[src/rtl/io_port_bank.sv]
// Memory-mapped parallel I/O bank: per-port DATA/DDR/IFR/IER registers,
// synchronised pin readback and rising-edge interrupt flags.
module io_port_bank #(
  parameter int                N_PORTS     = 2,
  parameter int                WIDTH       = 8,
  parameter int                ADDR_W      = 16,
  parameter logic [ADDR_W-1:0] BASE_ADDR   = 16'hFFC0,
  parameter int                SYNC_STAGES = 2
) (
  input  logic                     clk,
  input  logic                     reset,
  input  logic [ADDR_W-1:0]        address,
  input  logic                     read_write,
  input  logic [WIDTH-1:0]         data_in,
  output logic [WIDTH-1:0]         data_out,
  output logic                     selected,
  input  logic [N_PORTS*WIDTH-1:0] port_in,
  output logic [N_PORTS*WIDTH-1:0] port_out,
  output logic [N_PORTS*WIDTH-1:0] port_dir,
  output logic                     irq
);

  localparam int NW = N_PORTS * WIDTH;
  localparam int PW = (N_PORTS > 1) ? $clog2(N_PORTS) : 1;
  localparam int AW = $clog2(SYNC_STAGES + 2);
  localparam logic [AW-1:0]   ARM_MAX = AW'(SYNC_STAGES + 1);
  localparam logic [ADDR_W:0] LO      = {1'b0, BASE_ADDR};
  localparam logic [ADDR_W:0] HI      = LO + (ADDR_W + 1)'(4 * N_PORTS);

  logic [ADDR_W-1:0] offset;
  logic [PW-1:0]     port_idx;
  logic [1:0]        reg_sel;
  logic              wr_en;
  logic              rd_en;

  assign selected = ({1'b0, address} >= LO) && ({1'b0, address} < HI);
  assign offset   = address - BASE_ADDR;
  assign port_idx = PW'(offset >> 2);
  assign reg_sel  = offset[1:0];
  assign wr_en    = selected & read_write;
  assign rd_en    = selected & ~read_write;

  logic [SYNC_STAGES-1:0][NW-1:0] sync_q;
  logic [NW-1:0]                  sync_in;
  logic [NW-1:0]                  prev_q;
  logic [AW-1:0]                  arm_q;
  logic [AW-1:0]                  arm_d;
  logic                           armed;

  assign sync_in = sync_q[SYNC_STAGES-1];
  // Flags stay masked until the chain and edge history hold real samples.
  assign armed   = (arm_q == ARM_MAX);
  assign arm_d   = armed ? arm_q : arm_q + 1'b1;

  always_ff @(posedge clk or posedge reset) begin
    if (reset) begin
      sync_q <= '0;
      prev_q <= '0;
      arm_q  <= '0;
    end else begin
      sync_q <= {sync_q[SYNC_STAGES-2:0], port_in};
      prev_q <= sync_in;
      arm_q  <= arm_d;
    end
  end

  logic [WIDTH-1:0]   rd_val [N_PORTS];
  logic [N_PORTS-1:0] irq_vec;

  for (genvar p = 0; p < N_PORTS; p++) begin : g_port
    logic [WIDTH-1:0] data_q, data_d;
    logic [WIDTH-1:0] ddr_q, ddr_d;
    logic [WIDTH-1:0] ifr_q, ifr_d;
    logic [WIDTH-1:0] ier_q, ier_d;
    logic [WIDTH-1:0] pin_s, pin_p, rise, clr;
    logic             hit;

    assign hit   = (port_idx == PW'(p));
    assign pin_s = sync_in[p*WIDTH +: WIDTH];
    assign pin_p = prev_q[p*WIDTH +: WIDTH];
    assign rise  = pin_s & ~pin_p & ~ddr_q & {WIDTH{armed}};
    assign clr   = (wr_en && hit && reg_sel == 2'd2) ? data_in : '0;

    always_comb begin
      data_d = data_q;
      ddr_d  = ddr_q;
      ier_d  = ier_q;
      // A new edge wins over a write-1-to-clear of the same bit.
      ifr_d  = (ifr_q & ~clr) | rise;
      if (wr_en && hit) begin
        case (reg_sel)
          2'd0:    data_d = data_in;
          2'd1:    ddr_d  = data_in;
          2'd3:    ier_d  = data_in;
          default: ;
        endcase
      end
    end

    always_ff @(posedge clk or posedge reset) begin
      if (reset) begin
        data_q <= '0;
        ddr_q  <= '0;
        ifr_q  <= '0;
        ier_q  <= '0;
      end else begin
        data_q <= data_d;
        ddr_q  <= ddr_d;
        ifr_q  <= ifr_d;
        ier_q  <= ier_d;
      end
    end

    assign rd_val[p] = (reg_sel == 2'd0) ? ((data_q & ddr_q) | (pin_s & ~ddr_q)) :
                       (reg_sel == 2'd1) ? ddr_q :
                       (reg_sel == 2'd2) ? ifr_q : ier_q;

    assign port_out[p*WIDTH +: WIDTH] = data_q;
    assign port_dir[p*WIDTH +: WIDTH] = ddr_q;
    assign irq_vec[p]                 = |(ifr_q & ier_q);
  end

  assign irq = |irq_vec;

  logic [WIDTH-1:0] dout_q, dout_d;

  always_comb begin
    dout_d = dout_q;
    if (rd_en) begin
      for (int p = 0; p < N_PORTS; p++) begin
        if (port_idx == PW'(p)) dout_d = rd_val[p];
      end
    end
  end

  always_ff @(posedge clk or posedge reset) begin
    if (reset) dout_q <= '0;
    else       dout_q <= dout_d;
  end

  assign data_out = dout_q;

endmodule

[config.mk]
export PLATFORM = sky130hd
export DESIGN_NAME = io_port_bank
export DESIGN_NICKNAME = d
export VERILOG_FILES = /design/src/rtl/io_port_bank.sv
export SDC_FILE = /design/constraint.sdc
export NUM_CORES = 1
export LEC_CHECK = 0
export CORE_MARGIN = 2
export CORE_UTILIZATION = 50
export CTS_CLUSTER_SIZE = 12
export DETAILED_ROUTE_END_ITERATION = 6
export HOLD_SLACK_MARGIN = 0.1
export PLACE_DENSITY = 0.76
export SETUP_SLACK_MARGIN = 0.15
export SKIP_LAST_GASP = 1
export SLEW_MARGIN = 20
export SYNTH_ARGS = -nofsm -noshare
export SYNTH_HDL_FRONTEND = slang
export SYNTH_SLANG_ARGS = --single-unit
[constraint.sdc]
create_clock -name clk -period 6.39 [get_ports clk]
set_input_delay 1.917 -clock clk [delete_from_list [all_inputs] [get_ports clk]]
set_output_delay 1.917 -clock clk [all_outputs]
set_load 0.005 [all_outputs]
==> Word-level counts from Yosys, hierarchy flattened <==
Index checks and enable logic that the tools add are counted.
{ "op_classes": {"addsub": 2, "eq_ne": 4, "reduce_logical": 13, "magnitude_cmp": 2, "mux": 9, "n_bitwise": 28} }
{ "ops": {"columns": ["cell", "n"], "rows": [
  ["8-bit bitwise AND", 14],
  ["8-bit 2-to-1 mux", 9],
  ["8-bit inverter", 6],
  ["8-bit bitwise OR", 4],
  ["16-bit greater-or-equal comparator (second input constant)", 1],
  ["16-bit less-than comparator (second input constant)", 1],
  ["16-bit OR reduction", 1],
  ["2-bit AND reduction", 6],
  ["2-bit equality test (second input constant)", 3],
  ["1-bit logical AND", 5],
  ["3-bit by 1-bit subtractor with 3-bit output (second input constant)", 1],
  ["2-bit by 1-bit adder with 2-bit output (second input constant)", 1],
  ["1-bit bitwise AND", 2],
  ["2-bit by 1-bit equality test with 1-bit output (second input constant)", 1],
  ["2-bit zero test", 1],
  ["1-bit inverter", 2]
]} }
{ "word_totals": {"in_bits": 43, "reg_bits": 122, "word_cells": 71, "output_inout_bits": 42} }

==> Logic depth before layout (Yosys ltp) <==
{ "logic_depth": {"depth_word": 9, "depth_mapped": 8, "depth_no_buf": 5} }

==> Least setup slack after synthesis <==
Ideal clock, no wire load.
{ "synth_path": {"path_type": "in2out", "from": "input port address[3]", "to": "output port selected", "path_slack_ps": 1022, "path_stages": 6, "required_time_ps": 4473, "n_path_buf": 3, "t_arrival_ps": 3451, "cell_sequence": "or4b_1 -> or4_1 -> buf_2 -> inv_2 -> buf_8 -> buf_2"} }
{ "synth_between": {"elab_chain_cells": 2, "word_cells_on_any_way": 3, "cone_classes": "order compare: 2; reduce/logical: 1"} }
{ "synth_lines": {"columns": ["element", "line_no", "rtl"], "rows": [
  ["start, declared", "12", "input logic [ADDR_W-1:0] address,"],
  ["16-bit greater-or-equal comparator or 16-bit less-than comparator (tied branches)", "36", "assign selected = ({1'b0, address} >= LO) && ({1'b0, address} < HI);"],
  ["1-bit logical AND (*)", "36", null],
  ["end, declared", "16", "output logic selected,"]
]} }
Mark *: on every way between the ends. The rest lies on a longest branch, timed or not.

==> Worst setup path after layout <==
Ends and elaborated chain as after synthesis.

==> qor.log <==
qor: synth.synth_most_common_cell sky130_fd_sc_hd__dfrtp_1
qor: setup_path.critical_path_peak_fanout 4
qor: setup_path.cell_with_the_most_instances_on_the_worst_path sky130_fd_sc_hd__clkdlybuf4s50_1
qor: sta.timing_max_transition_violations_final 0
qor: outcome.run_status finished, final reports clean
qor: grt.antenna_found_initial 0
qor: die.floorplan.die.width 104 um
qor: layout.fill_count 714
qor: die.row_count 36
qor: routing.routed_wirelength 12300 um
qor: setup_path.crit_buf_inv 3
qor: clock_network.cts.htree.levels 4
qor: placement.dp_hpwl 7780 um
qor: die.die_height 104 um
qor: routing.viasPerCell 5.85
qor: clock_network.numCtsBuffers 17
qor: pwr.power_density 283 mW/mm^2
qor: synth.netlist.area_leader.share 60.9%
qor: die.initial_utilization 51.3%
qor: sta.worst_clock_skew 0.00631 ns
qor: setup_path.path_class in -> out
qor: worst_hold_path.hold_path.startpoint sync_q[15]
qor: synth.synth.largest_area_cell sky130_fd_sc_hd__dfrtp_1
qor: grt.first_global_vias 3694
qor: placement.gp_routability_congestion 0.817
qor: sta.rsz0062_at_grt false
qor: layout.insertedDiodeCount 0
qor: layout.syn2layout_area_growth 31.6%
qor: pwr.share_comb_of_total_power 5.3%
qor: setup_path.critical_path.startpoint_type input port
qor: worst_hold_path.hold_path.class reg -> reg
qor: sta.relSlewSlack 44.4%
qor: layout.finalInstanceArea 0.00660 sq mm
qor: sta.max_freq 164 MHz
qor: grt.busiest_layer met2
qor: pwr.portion_of_total_power_attributed_to_the_clock_network 52.2%
qor: placement.detailed_place.area 0.00599 sq mm
qor: die.ioPinCount 85
qor: clock_network.worst_skew_pair.late_latency 0.51 ns
qor: sta.timing.final.setup_violations 0
qor: synth.postSynthNetCount 406
qor: synth.synth-edff-count 0
qor: synth.synth.area.top_cells sky130_fd_sc_hd__dfrtp_1, sky130_fd_sc_hd__mux2_2, sky130_fd_sc_hd__mux2i_1
qor: pwr.irDropWorstVdd 189 uV
qor: pwr.share_seq_of_total_power 42.6%
qor: run.maxCapViolations 0
qor: clock_network.postCtsSetupBuffers 0
qor: setup_path.critical-path-top-delay-family simple AND/OR/NAND/NOR gates
qor: synth.postSynthCellCount 362
qor: pwr.internal-power 1.47 mW
qor: synth.postSynth.topFlopCell sky130_fd_sc_hd__dfrtp_1
qor: grt.use_met1 30.0%
qor: clock_network.cts-root-buf sky130_fd_sc_hd__clkbuf_8
qor: synth.mappedNetlistArea 0.00501 sq mm
qor: grt.grt_start_max_net_pins 51
qor: setup_path.critical_path_launch_point address[3]
qor: die.die-area 0.0108 sq mm
qor: sta.tightestPinTransition 0.831 ns
qor: clock_network.post_cts.resized_instances 0
qor: grt.globalRouteMet3Util 5.58%
qor: routing.drt_drc_violations_left 0
qor: routing.routed_wirelength_normalized_by_instance_count 20.5 um
qor: sta.layout_min_cycle_time 6.08 ns
qor: routing.drt_first_pass_iters 4
qor: clock_network.cts.sinks 122
qor: die.core_region_area 0.00977 sq mm
qor: sta.report.final.hold_viol_count 0
qor: pwr.total_leakage_power 2.88 nW
qor: setup_path.cpPeakStageDelay 0.68 ns
qor: setup_path.rr_startpoint arm_q[0]
qor: setup_path.path_cells clkdlybuf4s50_1, or4b_1, or4_1, inv_2, clkdlybuf4s50_1
qor: setup_path.critPathArrivalTime 4.16 ns
qor: sta.totalNegativeSetupSlack 0 ns
qor: routing.antenna_violating_nets_post_route 0
qor: clock_network.cts_hold_repair.buffers 0
qor: clock_network.cts_tree built
qor: setup_path.slowest_stage sky130_fd_sc_hd__or4_1
qor: routing.drt_iter0_markers 204
qor: synth.warning_count_from_the_yosys_run 0
qor: setup_path.capturing_element_type_of_the_critical_path output pin
qor: clock_network.cts_buffer_depth 2
qor: pwr.sw_frac_of_total 21.3%
qor: synth.async_flop_share 100%
qor: synth.yosysSeqAreaShare 60.9%
qor: pwr.p_switching 0.398 mW
qor: clock_network.clock_pin_slew_of_the_registers_on_the_worst_case_setup_and_hold_paths 0.06 ns
qor: synth.synth-seq-cells 122
qor: grt.wire_length_of_the_first_global_routing_pass 19700 um
qor: sta.timing.final.crit_share 95.2%
qor: grt.grt-ovfl-total 0
qor: placement.port_buffers 84
qor: synth.avgSynthCellArea 13.9 sq um
qor: synth.synth_commonest_cells sky130_fd_sc_hd__dfrtp_1, sky130_fd_sc_hd__mux2_2, sky130_fd_sc_hd__mux2i_1
qor: layout.finalNetCount 498
qor: routing.vias 3508
qor: layout.final_layout_size_suffix_gt1_share 20.1%
qor: synth.synth_cell_types 37
qor: grt.grtUsageMet2 39.5%
qor: setup_path.worstPathRequired 4.47 ns
qor: grt.gr-usage-all-layers 23.7%
power by group through the flow:
stage          Clock, mW  Sequential, mW  Combinational [mW]
4_1_cts            0.983           0.796              0.0990
2_1_floorplan          0           0.807              0.0479
6_report           0.975           0.796              0.0982
3_3_place_gp           0           0.808              0.0960
3_5_place_dp           0           0.809              0.0974
5_1_grt             1.02           0.797               0.107
worst paths after layout:
path                                       to  slack [ns]  cells after the start
min in group asynchronous           sync_q[0]        1.83                      2
hold / removal                    sync_in[15]        0.35                      0
setup reg to reg           g_port[1].ifr_q[2]        4.57                      3
hold reg to reg                   sync_in[15]        0.35                      0
max in group asynchronous          sync_q[10]        3.62                      3
setup / recovery                     selected        0.31                      5
registers in the layout, indices dropped and copies added (netlist names):
register	count
g_port.data_q	16
g_port.ddr_q	16
g_port.ier_q	16
g_port.ifr_q	16
prev_q	16
sync_in	16
sync_q	16
data_out	8
arm_q	2
routing by layer:
layer / routed length, um / up-vias
li1: - / 1558
met1: 5150 / 1790
met2: 6210 / 139
met3: 738 / 21
met4: 216 / 0
met5: 0 / -
cell families (layout without fill, tap and decap cells):
family                     after synthesis  count (layout)  share of synthesized area [%]
AOI/OAI and AO/OA                       75              75                           10.2
DFF                                    122             122                           60.9
adders and majority gates                1               1                          0.249
and+or+nand+nor                         62              62                           9.36
muxes                                   79              79                           17.0
xor gates and xnor gates                 1               1                          0.175
buffers and inverters                   22             127                           2.12
final cells by class:
cell class | count | area (sq um) | share of cell area [%]
flip-flops and latches | 122 | 3050 | 46.3
clock buffers | 20 | 435 | 6.60
repair buffers | 92 | 901 | 13.7
multi-input cells | 218 | 1860 | 28.1
clock inverters | 12 | 173 | 2.62
inverters | 3 | 13.8 | 0.209
well taps | 133 | 166 | 2.52
layout by cell type (no fill, tap or decap), types with 11 or more instances in the layout:
cell type                         instances
sky130_fd_sc_hd__nand4_1                 18
sky130_fd_sc_hd__a21oi_1                 16
sky130_fd_sc_hd__a21o_1                  14
sky130_fd_sc_hd__mux2i_1                 30
sky130_fd_sc_hd__mux2_2                  49
sky130_fd_sc_hd__dfrtp_1                122
sky130_fd_sc_hd__nand2_1                 11
sky130_fd_sc_hd__clkdlybuf4s50_1         84
sky130_fd_sc_hd__clkbuf_16               16
sky130_fd_sc_hd__o21ai_0                 12
sky130_fd_sc_hd__nor4bb_1                14
stage by stage:
step	power, mW	worst slack (ns)	hold slack [ns]	utilization [%]	cells
after global placement	0.904	0.337	0.333	61.3	568
after CTS	1.88	0.302	0.349	67.5	600
after detailed placement	0.907	0.299	0.335	61.3	568
after global routing	1.93	0.289	0.353	67.5	600
after floorplan	0.855	1.02	0.331	-	362
final	1.87	0.309	0.347	67.5	600
No activity file was read; power rests on OpenSTA's default activity.
==> edit 1: new RTL, same settings <==
`ADDR_W`: 16 -> 17.
--- a/src/rtl/io_port_bank.sv
+++ b/src/rtl/io_port_bank.sv
@@ -5,3 +5,3 @@
   parameter int                WIDTH       = 8,
-  parameter int                ADDR_W      = 16,
+  parameter int                ADDR_W      = 17,
   parameter logic [ADDR_W-1:0] BASE_ADDR   = 16'hFFC0,
Ports: changed (resized address); port bits go from 85 to 86. No check against the original RTL was run, so the function may have changed too.
==> edit 1 against the original RTL <==
Register-to-register slack better by 140 ps; worst setup slack better by 560 ps; sequential cell count stayed put; die area about the same; area after synthesis about the same; total power fell by 1.9%; utilization is 0.077 points higher; sequential share of layout area shrank 0.053 points; final area grew 0.11%; routed wire length down 2.5%; global-route usage shrank 0.22 points; largest power group unchanged.
==> edit 1: results <==
metrics = {
    "global_route": {
        "grt_usage_pct": 23.43,
        "met3_usage_pct": 6.328,
        "antenna_found_initial": 0,
        "grt_pass1_wl_um": 19550,
        "grtUsageMet1_pct": 30.68,
        "use_met2_pct": 37.41,
        "grt_max_degree": 69,
        "grt_pass1_vias": 3706,
    },
    "synth": {
        "synthTopCellsByArea": "dfrtp_1 61%, mux2_2 11%, mux2i_1 6.0%",
        "ys_types": 36,
        "ys_warn_count": 0,
        "ys_top_cells_by_count": "122 x dfrtp_1, 49 x mux2_2, 30 x mux2i_1, 25 x nand2_1, 16 x a21oi_1",
        "yosysSeqAreaShare_pct": 60.91,
        "synth-async-reset-ratio_pct": 100.0,
        "synth_top_flop_cell": "dfrtp_1",
        "syn-num-nets": 411,
    },
    "final_layout": {
        "drive_gt1_share_pct": 20.08,
        "fill_cells": 729,
        "diodes": 0,
        "final_nets": 508,
    },
    "power": {
        "p_leak_nw": 2.872,
        "peakVddDrop_mv": 0.1784,
        "p_switching_uw": 385.2,
    },
    "critical_path": {
        "slowest_delay_ps": 560,
        "cp.arrival_ps": 3600,
        "path_max_fanout": 2,
        "critPathSlowestCell": "or4_1",
    },
    "clock_network": {
        "cts_buffers": 17,
        "clk_path_buf_depth": 2,
        "clockRootBuffer": "clkbuf_8",
        "cts.clk_slew.worst_paths_ps": 60,
        "h-tree-depth": 4,
        "ctsResizeCount": 0,
        "postCtsSetupRepairBufs": 0,
        "clock_latency_ps": 520,
    },
    "placement": {
        "place.port_buffers": 85,
        "gp_congestion": 0.8450,
        "dp_hpwl_um": 7660,
        "place_ws_ps": 871.7,
    },
    "route": {
        "drt-initial-drc-count": 142,
        "via_count": 3538,
        "wl_per_cell_um": 19.83,
        "dr.pass1.iters": 4,
    },
    "timing": {
        "hold_ws_ps": 346.0,
        "finClkSkew_ps": 7.096,
        "worst_slew_pin_slew_ps": 877.8,
    },
    "min_path": {
        "hp-class": "reg -> reg",
    },
    "status": {
        "status": "finished, final reports clean",
    },
}
==> edit 1: cell count changes after synthesis, moves of 2 or more <==
| cell | delta |
|---|---|
| o31ai_1 | +8 |
| buf_1 | +2 |
| nand4_1 | -8 |
| or4bb_1 | +7 |
| a21o_1 | -7 |
| buf_2 | -2 |
| nor4_4 | +2 |
| clkbuf_1 | -2 |
| nand2_1 | +14 |
| nor4bb_1 | -7 |
==> edit 1: critical path: cells and delay by family <==
family	cells	cell delay, ps
buffers and inverters	3	1030
AND/OR/NAND/NOR	2	650
==> edit 1: cell families (layout without fill, tap and decap cells) <==
logic type,after synthesis,after routing,share of synthesized area (%)
AOI/OAI and AO/OA,76,76,10.31
xor gates and xnor gates,1,1,0.1748
adders and majority gates,1,1,0.2496
buffers and inverters,19,126,1.697
DFF,122,122,60.91
muxes,79,79,17.00
and+or+nand+nor,68,68,9.661
==> edit 1: cell type report <==
cell class	count	share of cell area (%)
clock buffers	21	6.952
flip-flops and latches	122	46.22
clock inverters	8	1.819
multi-input cells	225	28.38
inverters	3	0.2084
repair buffers	94	13.90
well taps	133	2.519
==> edit 1: final timing paths <==
check	startpoint	endpoint	slack, ps	cells after the start
min in group asynchronous	reset	sync_q[12]	1920	2
setup reg to reg	arm_q[0]	g_port[1].ifr_q[6]	4710	3
hold / removal	sync_q[2]	sync_in[2]	350	0
hold reg to reg	sync_q[2]	sync_in[2]	350	0
setup / recovery	address[11]	selected	870	5
max in group asynchronous	reset	data_out[1]	3520	3
==> edit 1: layer usage <==
| metal | vias up | part of all wire [%] |
|---|---|---|
| li1 | 1582 | - |
| met1 | 1798 | 43 |
| met2 | 133 | 49 |
| met3 | 25 | 6.4 |
| met4 | 0 | 2.0 |
| met5 | - | 0 |
==> edit 1: power by group through the flow <==
stage	registers [mW]	logic [mW]	clock network, mW
after floorplan	0.806	0.0486	0
after global placement	0.808	0.0983	0
after detailed placement	0.808	0.0992	0
after CTS	0.795	0.100	0.950
after global routing	0.796	0.108	0.987
final	0.795	0.0989	0.939
==> edit 1: per-stage QoR <==
step	instance area, sq um	instances
after floorplan	5012	366
after global placement	6026	577
after detailed placement	6026	577
after CTS	6605	606
after global routing	6605	606
final	6605	606
==> edit 2: new RTL, same settings <==
Without the edit above. Put a register stage on the output `irq`. The value now appears one clock later. The other outputs are not delayed to match.
--- a/src/rtl/io_port_bank.sv
+++ b/src/rtl/io_port_bank.sv
@@ -122,3 +122,5 @@
 
-  assign irq = |irq_vec;
+  always_ff @(posedge clk) begin
+    irq <= |irq_vec;
+  end
 
Formal check against the unedited RTL: not equivalent (Yosys sat finds a counterexample within 10 cycles, from zero or initial values and one cycle with reset high).
==> edit 2 against the original RTL <==
Clock power fell by 0.7%; sequential share of layout area rose by 0.34 points; count of clock-buffer cells in the layout fell by 3; worst setup slack improved by 24 ps; highest routed layer unchanged; register-to-register slack improved by 80 ps; area after synthesis rose by 0.40%; sequential cell count rose by 1; largest power group unchanged; die area rose by 0.38%; critical path depth did not move; total power fell by 0.14%; final area barely moved; routed wire length fell by 0.58%; worst hold slack improved by 0.80 ps; largest cell class unchanged.
==> edit 2: results <==
metrics = {
    "critical_path": {
        "r2r_slack_ps": 4650,
        "path_max_fanout": 4,
        "cp.arrival_ps": 4140,
        "crit_end": "selected",
    },
    "synth": {
        "synth_fa_ha_area_share_pct": 0.2485,
        "ys_types": 38,
        "ys_warn_count": 0,
        "yosysSeqAreaShare_pct": 61.03,
        "synthXorXnorAreaFrac_pct": 0.1740,
        "syn_area_per_cell_sq_um": 13.87,
        "synthMuxAreaShare_pct": 16.92,
        "synth_compound_area_share_pct": 10.19,
        "syn-num-nets": 407,
        "synth-async-reset-ratio_pct": 99.19,
        "synthTopCellsByArea": "dfrtp_1 61%, mux2_2 11%, mux2i_1 6.0%",
    },
    "route": {
        "via_count": 3543,
        "drt-initial-drc-count": 177,
        "wirelength_um": 12250,
        "met1_length_um": 5070,
        "wl_met3_um": 764,
    },
    "final_layout": {
        "regArea_sq_mm": 0.003073,
        "buffer_area_share_pct": 13.32,
        "finish.instance_area_sq_mm": 0.006593,
        "clock_area_share_pct": 9.148,
        "multi_input_cells": 218,
        "multi_input_area_share_pct": 28.18,
        "final_cells": 598,
        "clockBufferCount": 17,
        "fill_cells": 712,
        "design.seq.count": 123,
        "drive_gt1_share_pct": 20.22,
        "final_nets": 496,
    },
    "timing": {
        "finClkSkew_ps": 5.770,
        "worst_slew_pin_slew_ps": 1137,
    },
    "power": {
        "intPower_mw": 1.437,
        "peakVddDrop_mv": 0.2553,
        "p_leak_nw": 2.879,
        "finalPower_mw": 1.867,
    },
    "min_path": {
        "min_to": "sync_in[4]",
        "min-delay-start": "sync_q[4]",
    },
    "clock_network": {
        "cts_buffers": 17,
    },
    "global_route": {
        "grt_usage_pct": 23.43,
        "grt_max_degree": 47,
        "grt_pass1_wl_um": 19580,
        "grt_pass1_vias": 3693,
    },
    "placement": {
        "place_inst": 566,
        "gp_congestion": 0.8846,
        "dp_hpwl_um": 7851,
        "place.port_buffers": 84,
    },
    "status": {
        "status": "finished, final reports clean",
    },
}
## edit 2: changes by cell type after synthesis
| cell | delta |
|---|---|
| dfxtp_1 | +1 |
## edit 2: power by group through the flow
stage	Combinational, mW	Clock [mW]	Sequential (mW)
after floorplan	0.0479	0	0.813
after global placement	0.0957	0	0.815
after detailed placement	0.0971	0	0.815
after CTS	0.0973	0.978	0.802
after global routing	0.105	1.02	0.803
final	0.0975	0.968	0.802
## edit 2: stage by stage
step | worst slack (ps) | hold slack, ps
6_report | 333.0 | 348.0
5_1_grt | 281.3 | 352.8
4_1_cts | 332.7 | 350.9
3_5_place_dp | 337.4 | 337.1
3_3_place_gp | 353.1 | 331.1
2_1_floorplan | 1022 | 331.2
## edit 2: per-layer routing
layer	global-route usage, %	vias to the layer above
li1	-	1556
met5	0	-
met4	11.39	0
met1	30.31	1808
met3	4.386	27
met2	38.05	152
## edit 2: critical path, cell delays in order
cell	delay [ps]
clkdlybuf4s50_1	390
or4b_1	510
or4_1	680
inv_2	130
clkdlybuf4s50_1	500
